### src/rtl/note_glyph_pkg.sv
// Shared types for the note glyph streamer: note codes and FSM state encoding.
package note_glyph_pkg;

    localparam int unsigned NOTE_W = 3;

    // Note request codes; REST draws the staff only.
    typedef enum logic [NOTE_W-1:0] {
        NOTE_A    = 3'd0,
        NOTE_B    = 3'd1,
        NOTE_C    = 3'd2,
        NOTE_D    = 3'd3,
        NOTE_E    = 3'd4,
        NOTE_F    = 3'd5,
        NOTE_G    = 3'd6,
        NOTE_REST = 3'd7
    } note_e;

    // Streamer control states.
    typedef enum logic {
        IDLE = 1'b0,
        EMIT = 1'b1
    } state_e;

    // True when the note code carries no head (and no stem).
    function automatic logic is_rest(input logic [NOTE_W-1:0] note);
        return note == NOTE_REST;
    endfunction

endpackage

### src/rtl/note_glyph_streamer_row_gen.sv
// Combinational row pattern generator: (row index, note) -> pixel row.
// Optional stem drawing is enabled by defining NOTE_STEM_EN.
module note_row_gen
    import note_glyph_pkg::*;
#(
    parameter int unsigned TILE_W     = 16,
    parameter int unsigned TILE_H     = 16,
    parameter int unsigned LINE_PITCH = 4,
    parameter int unsigned HEAD_COL   = 2,
    parameter int unsigned HEAD_W     = 12
`ifdef NOTE_STEM_EN
    ,
    parameter int unsigned STEM_COL   = 13,
    parameter int unsigned STEM_LEN   = 6
`endif
) (
    input  logic [$clog2(TILE_H)-1:0] row_idx_i,
    input  logic [NOTE_W-1:0]         note_i,
    output logic [TILE_W-1:0]         row_data_c
);

    localparam int unsigned IDX_W = $clog2(TILE_H);
    localparam int unsigned HR_W  = IDX_W + 1;

    logic [TILE_W-1:0] head_mask;
    logic [HR_W-1:0]   hr;
    logic [HR_W-1:0]   row_ext;

    // Constant mask covering the note head columns.
    always_comb begin
        head_mask = '0;
        for (int unsigned c = 0; c < TILE_W; c++) begin
            head_mask[c] = (c >= HEAD_COL) && (c < HEAD_COL + HEAD_W);
        end
    end

    // OR together staff line, head rows and (optionally) the stem.
    always_comb begin
        hr         = HR_W'(TILE_H - 2) - (HR_W'(note_i) << 1);
        row_ext    = HR_W'(row_idx_i);
        row_data_c = '0;
        if ((32'(row_idx_i) % LINE_PITCH) == 32'd0) begin
            row_data_c = '1;
        end
        if (!is_rest(note_i)) begin
            if ((row_ext == hr) || (row_ext == hr + HR_W'(1))) begin
                row_data_c = row_data_c | head_mask;
            end
`ifdef NOTE_STEM_EN
            // Stem spans the STEM_LEN rows above the head, clipped at row 0.
            if ((row_ext < hr) && ((32'(row_ext) + STEM_LEN) >= 32'(hr))) begin
                row_data_c[STEM_COL] = 1'b1;
            end
`endif
        end
    end

endmodule

### src/rtl/note_glyph_streamer.sv
// Note glyph streamer: accepts a note request and emits the glyph bitmap
// one row per handshake. Define NOTE_STEM_EN to draw a stem above the head.
module note_glyph_streamer
    import note_glyph_pkg::*;
#(
    parameter int unsigned TILE_W     = 16,
    parameter int unsigned TILE_H     = 16,
    parameter int unsigned LINE_PITCH = 4,
    parameter int unsigned HEAD_COL   = 2,
    parameter int unsigned HEAD_W     = 12
`ifdef NOTE_STEM_EN
    ,
    parameter int unsigned STEM_COL   = 13,
    parameter int unsigned STEM_LEN   = 6
`endif
) (
    input  logic                      clk,
    input  logic                      rst_n,
    input  logic                      req_valid,
    output logic                      req_ready,
    input  logic [NOTE_W-1:0]         req_note,
    output logic                      row_valid,
    input  logic                      row_ready,
    output logic [TILE_W-1:0]         row_data,
    output logic [$clog2(TILE_H)-1:0] row_idx,
    output logic                      row_last,
    output logic                      busy
);

    localparam int unsigned IDX_W = $clog2(TILE_H);

    state_e              state_q,     state_d;
    logic [NOTE_W-1:0]   note_q,      note_d;
    logic                req_ready_q, req_ready_d;
    logic                row_valid_q, row_valid_d;
    logic [TILE_W-1:0]   row_data_q,  row_data_d;
    logic [IDX_W-1:0]    row_idx_q,   row_idx_d;
    logic                row_last_q,  row_last_d;
    logic                busy_q,      busy_d;

    logic [IDX_W-1:0]    gen_idx;
    logic [NOTE_W-1:0]   gen_note;
    logic [TILE_W-1:0]   gen_row_c;

    // Pattern for the row about to be loaded into the output register.
    note_row_gen #(
        .TILE_W     (TILE_W),
        .TILE_H     (TILE_H),
        .LINE_PITCH (LINE_PITCH),
        .HEAD_COL   (HEAD_COL),
        .HEAD_W     (HEAD_W)
`ifdef NOTE_STEM_EN
        ,
        .STEM_COL   (STEM_COL),
        .STEM_LEN   (STEM_LEN)
`endif
    ) u_row_gen (
        .row_idx_i  (gen_idx),
        .note_i     (gen_note),
        .row_data_c (gen_row_c)
    );

    // State and output registers with synchronous active-low reset.
    always_ff @(posedge clk) begin
        if (!rst_n) begin
            state_q     <= IDLE;
            note_q      <= '0;
            req_ready_q <= 1'b1;
            row_valid_q <= 1'b0;
            row_data_q  <= '0;
            row_idx_q   <= '0;
            row_last_q  <= 1'b0;
            busy_q      <= 1'b0;
        end else begin
            state_q     <= state_d;
            note_q      <= note_d;
            req_ready_q <= req_ready_d;
            row_valid_q <= row_valid_d;
            row_data_q  <= row_data_d;
            row_idx_q   <= row_idx_d;
            row_last_q  <= row_last_d;
            busy_q      <= busy_d;
        end
    end

    // Next-state logic: accept a request in IDLE, advance a row per handshake in EMIT.
    always_comb begin
        state_d     = state_q;
        note_d      = note_q;
        req_ready_d = req_ready_q;
        row_valid_d = row_valid_q;
        row_data_d  = row_data_q;
        row_idx_d   = row_idx_q;
        row_last_d  = row_last_q;
        busy_d      = busy_q;
        gen_idx     = '0;
        gen_note    = req_note;

        case (state_q)
            IDLE: begin
                gen_idx  = '0;
                gen_note = req_note;
                if (req_valid && req_ready_q) begin
                    state_d     = EMIT;
                    note_d      = req_note;
                    req_ready_d = 1'b0;
                    busy_d      = 1'b1;
                    row_valid_d = 1'b1;
                    row_idx_d   = '0;
                    row_data_d  = gen_row_c;
                    row_last_d  = (IDX_W'(TILE_H - 1) == '0);
                end
            end
            EMIT: begin
                gen_idx  = row_idx_q + IDX_W'(1);
                gen_note = note_q;
                if (row_ready) begin
                    if (row_last_q) begin
                        state_d     = IDLE;
                        req_ready_d = 1'b1;
                        busy_d      = 1'b0;
                        row_valid_d = 1'b0;
                        row_data_d  = '0;
                        row_idx_d   = '0;
                        row_last_d  = 1'b0;
                    end else begin
                        row_idx_d   = gen_idx;
                        row_data_d  = gen_row_c;
                        row_last_d  = (gen_idx == IDX_W'(TILE_H - 1));
                    end
                end
            end
            default: begin
                state_d = IDLE;
            end
        endcase
    end

    assign req_ready = req_ready_q;
    assign row_valid = row_valid_q;
    assign row_data  = row_data_q;
    assign row_idx   = row_idx_q;
    assign row_last  = row_last_q;
    assign busy      = busy_q;

endmodule

### config.mk
export PLATFORM = sky130hd
export DESIGN_NAME = note_glyph_streamer
export DESIGN_NICKNAME = d
export VERILOG_FILES = /design/src/rtl/note_glyph_pkg.sv /design/src/rtl/note_glyph_streamer_row_gen.sv /design/src/rtl/note_glyph_streamer.sv
export SDC_FILE = /design/constraint.sdc
export NUM_CORES = 1
export LEC_CHECK = 0
export CORE_MARGIN = 2
export CORE_UTILIZATION = 42
export CTS_CLUSTER_DIAMETER = 200
export DETAILED_ROUTE_END_ITERATION = 16
export PLACE_DENSITY = 0.89
export SLEW_MARGIN = 20
export SYNTH_ARGS = -nofsm -noshare
export SYNTH_HDL_FRONTEND = slang
export SYNTH_SLANG_ARGS = --single-unit
### constraint.sdc
create_clock -name clk -period 2.3 [get_ports clk]
set_clock_uncertainty 0.15 [all_clocks]
set_input_delay 0.46 -clock clk [delete_from_list [all_inputs] [get_ports clk]]
set_output_delay 0.46 -clock clk [all_outputs]
set_load 0.01 [all_outputs]
==> flow_results.org <==
** Floorplan
- Number of top-level pins :: 31
- Core area :: 1750 um^2
- For this configuration, the core starts out at a cell density of 0.451.
- The floorplan step set the die height to 47.3 um.
- Core Rows :: 15
- Horizontal die dimension :: 47.3 um
- Die area :: 2240 um^2

** Power
- For this design the total switching power over the nets is 0.000152 W.
- Fraction of power spent switching nets :: 0.281
- Combinational group share of total power :: 0.260
- Total power for the finished layout comes to 0.000543 W.
- Sequential Power Share :: 0.474
- Maximum ir drop on the vdd rail :: ~240 uV
- Power density normalized to cell area :: ~530 nW/um^2
- The internal portion of the total power is 0.000391 W.
- Summed over all cells, the static leakage comes to a little under 0.4 nW.
- Of the total power, the clock network draws 0.266.

** Detailed routing
- In the routed design, unresolved DRC markers number 0.
- Drt initial violations :: 14
- In this run the remaining antenna-violating nets after routing total 0.
- The first detailed-routing pass took 4 iterations.
- Post-detailed-route wirelength per cell :: around 12 um
- For this block, the via count after detailed routing is 650.
- Via/cell ratio :: 5.00
- The final layout contains routed wiring with a total length of 1550 um.

** Clock tree
- CTS saw 13 sinks.
- In this run the number of H-tree levels came out at 1.
- Buffers added to address setup during post-CTS repair amount to 0.
- Number of buffers created by CTS :: 3
- Clock-pin slew was measured on the worst setup and hold paths at roughly 0.070 ns.
- Counting along the longest clock path gives a buffer depth of 2.
- Hold repair after CTS inserted 0 buffers.
- The clock reaches the later pin of the worst-skew pair after about 0.28 ns.
- TritonCTS built the clock tree.
- Quantity of gates resized following cts :: 0
- Clock tree synthesis selected as its root buffer the cell clkbuf_4.

** Min path
- Worst min-delay path startpoint :: busy
- Counting instances, the worst hold path has a depth of 2.
- In this run the worst hold path is classified as flip-flop to flip-flop.
- Capture endpoint of the worst hold path :: busy

** Place
- Routability Congestion :: 0.795
- Dpl cells :: 126
- After legalization and detailed placement, the total HPWL measured 1160 um.
- In this run the cell area measured after placement is roughly 1000 um^2.
- Port Buffer Count :: 30

** Critical path
- Category of cells accounting for the largest share of critical-path delay :: buffers and inverters
- Slack of the worst reg-to-reg path :: ~0.48 ns
- CP max stage cell :: clkdlybuf4s50_1
- Counting both buffers and inverters, the worst setup path holds a total of 1.
- STA puts the critical path data required time at 1.69 ns.
- Sequence of cells on the critical path :: clkdlybuf4s50_1
- The endpoint identified for the worst register-to-register timing path is row_data[13].
- Number of cells on the worst reg-to-reg path :: 6
- The worst setup path is captured at a primary output.
- Worst Setup SP :: row_data[13]
- Startpoint Class :: flip-flop
- Largest fanout on the critical path :: 13
- The critical path is of the flip-flop to primary output type.
- Largest incremental delay on the critical path :: 0.61 ns
- Reg-to-reg critical path startpoint :: row_idx[0]
- Crit path arrival time :: 1.42 ns

** Timing
- Max Clk Rate :: 492 MHz
- Number of endpoints with negative hold slack in the final report :: 0
- Sum of negative setup slack :: 0 ns
- In the finished design, the share of the clock period the worst path needs comes to 0.883.
- The count of final max-slew check failures is 0.
- Setup violations remaining at the end of the flow were counted as 0.
- For the finished layout, the period the worst path requires is roughly 2.0 ns.
- At the pin with the least slew margin, the transition time is approximately 0.35 ns.
- Relative slew slack :: 0.767
- Setup repair after global routing left no endpoint under its margin.

** Outcome
- The run finished with clean final reports.

** GRT
- The via count of the first global-routing pass came to approximately 530.
- Entering global routing, the biggest net connects 14 pins.
- First-pass GRT wire length :: 2190 um
- Across every metal layer, demand over resource in global routing totals 0.145.
- Antenna violations before repair :: 0
- Global-route congestion overflow total :: 0

** Layout
- Commonest cells after routing, fill and taps aside :: 30 x clkdlybuf4s50_1, 13 x dfxtp_1, 8 x a21oi_1, 8 x nand2_1, 6 x nor2_1
- Of the cells placed in the final design, the portion with a size suffix greater than 1 is 0.0667.
- The layout has 161 filler cells.
- The number of antenna diodes in the final layout is 0.
- Finished Cell Area :: 1020 um^2
- In the final design database the tool counted about 120 nets.
- For this run, the share of the core covered by cells in the final layout is 0.586.
- P&R area growth vs syn :: 29.9%
- Count of non-filler cells in the finished layout :: 130
- The library cell used most frequently in the layout, excluding fill and tap cells, is clkdlybuf4s50_1.

** Flow run
- Number of maximum-capacitance constraint violations :: 0

** Synth
- Yosys mapped the design onto 29 distinct sky130hd cell types.
- Synthesized netlist cell count :: 89
- Sequential cell area fraction in the yosys report :: 0.331
- Warning count from the yosys run :: 0
- Net count after synthesis :: 98
- Summed instance area of the synthesized netlist :: 787 um^2
- In this run the mean area of a mapped cell was 8.84 um^2.
- The synthesized design contains 13 register bits.
-- power groups by stage --
stage	logic, W	clock network [W]	registers (W)
2_1_floorplan	0.0000938	0	0.000261
3_3_place_gp	0.000140	0	0.000262
3_5_place_dp	0.000142	0	0.000263
4_1_cts	0.000142	0.000149	0.000258
5_1_grt	0.000151	0.000158	0.000260
6_report	0.000141	0.000144	0.000257
-- synth_stat cells (all sizes together) --
cell type | instances | area [um^2]
buf | 17 | 123
dfxtp | 13 | 260
a21oi | 8 | 40.0
nand2 | 8 | 30.0
nor2 | 6 | 22.5
nand3b | 4 | 42.5
a31oi | 3 | 18.8
mux2i | 3 | 30.0
nand3 | 3 | 15.0
xnor2 | 3 | 52.6
clkbuf | 2 | 7.51
ha | 2 | 25.0
inv | 2 | 7.51
nand4b | 2 | 17.5
nor3b | 2 | 15.0
o21ai | 2 | 10.0
a311o | 1 | 10.0
and2 | 1 | 6.26
and3b | 1 | 8.76
and4b | 1 | 10.0
nor2b | 1 | 6.26
nor3 | 1 | 5.00
nor4b | 1 | 8.76
or2 | 1 | 6.26
xor2 | 1 | 8.76
-- worst max path at each step --
| stage | endpoint | slack, ns | cells past startpoint |
|---|---|---|---|
| after floorplan | row_data[13] | 0.55 | 6 |
| after global placement | row_data[13] | 0.35 | 5 |
| after detailed placement | row_data[13] | 0.34 | 5 |
| after CTS | row_data[8] | 0.24 | 1 |
| after global routing | row_data[10] | 0.17 | 1 |
| final | row_data[8] | 0.27 | 1 |
-- per-stage QoR --
stage                     setup slack (ns)  hold slack (ns)
after floorplan                      0.552            0.329
after detailed placement             0.343            0.317
final                                0.268            0.323
after global placement               0.354            0.308
after global routing                 0.172            0.352
after CTS                            0.245            0.328
-- logic make-up (layout without fill, tap and decap cells) --
logic type / count (synthesis) / in the layout / synth area share
AND/OR/NAND/NOR: 32 / 32 / 0.246
buffers and inverters: 21 / 37 / 0.175
AO/OA/AOI/OAI: 14 / 14 / 0.100
flip-flops: 13 / 13 / 0.331
XOR/XNOR: 4 / 4 / 0.0779
multiplexers: 3 / 3 / 0.0382
adder cells (fa/ha/maj): 2 / 2 / 0.0318
-- tightest hold or removal path: stages, from the launching register on --
cell     delay, ns
dfxtp_1       0.32
nand2_1       0.06
a21oi_1       0.05
-- area by class of cell --
class                   count  area (um^2)  area share
multi-input cells          55          389       0.381
repair buffers             31          308       0.301
flip-flops and latches     13          260       0.255
well taps                  25         31.3      0.0306
clock buffers               4         26.3      0.0257
inverters                   2         7.51     0.00734
-- layer usage --
layer / vias to the layer above / global-route usage / part of all wire
met5: - / 0 / 0
li1: 323 / - / -
met4: 0 / 0.100 / 0.034
met3: 7 / 0.0385 / 0.051
met2: 21 / 0.246 / 0.50
met1: 299 / 0.154 / 0.41
-- state kept, by name, indices dropped and copies added (netlist names) --
name and cells:
row_idx 4, note_q 3, row_data 2, busy 1, req_ready 1, row_last 1
state_q 1
No activity file was read; power rests on OpenSTA's default activity.
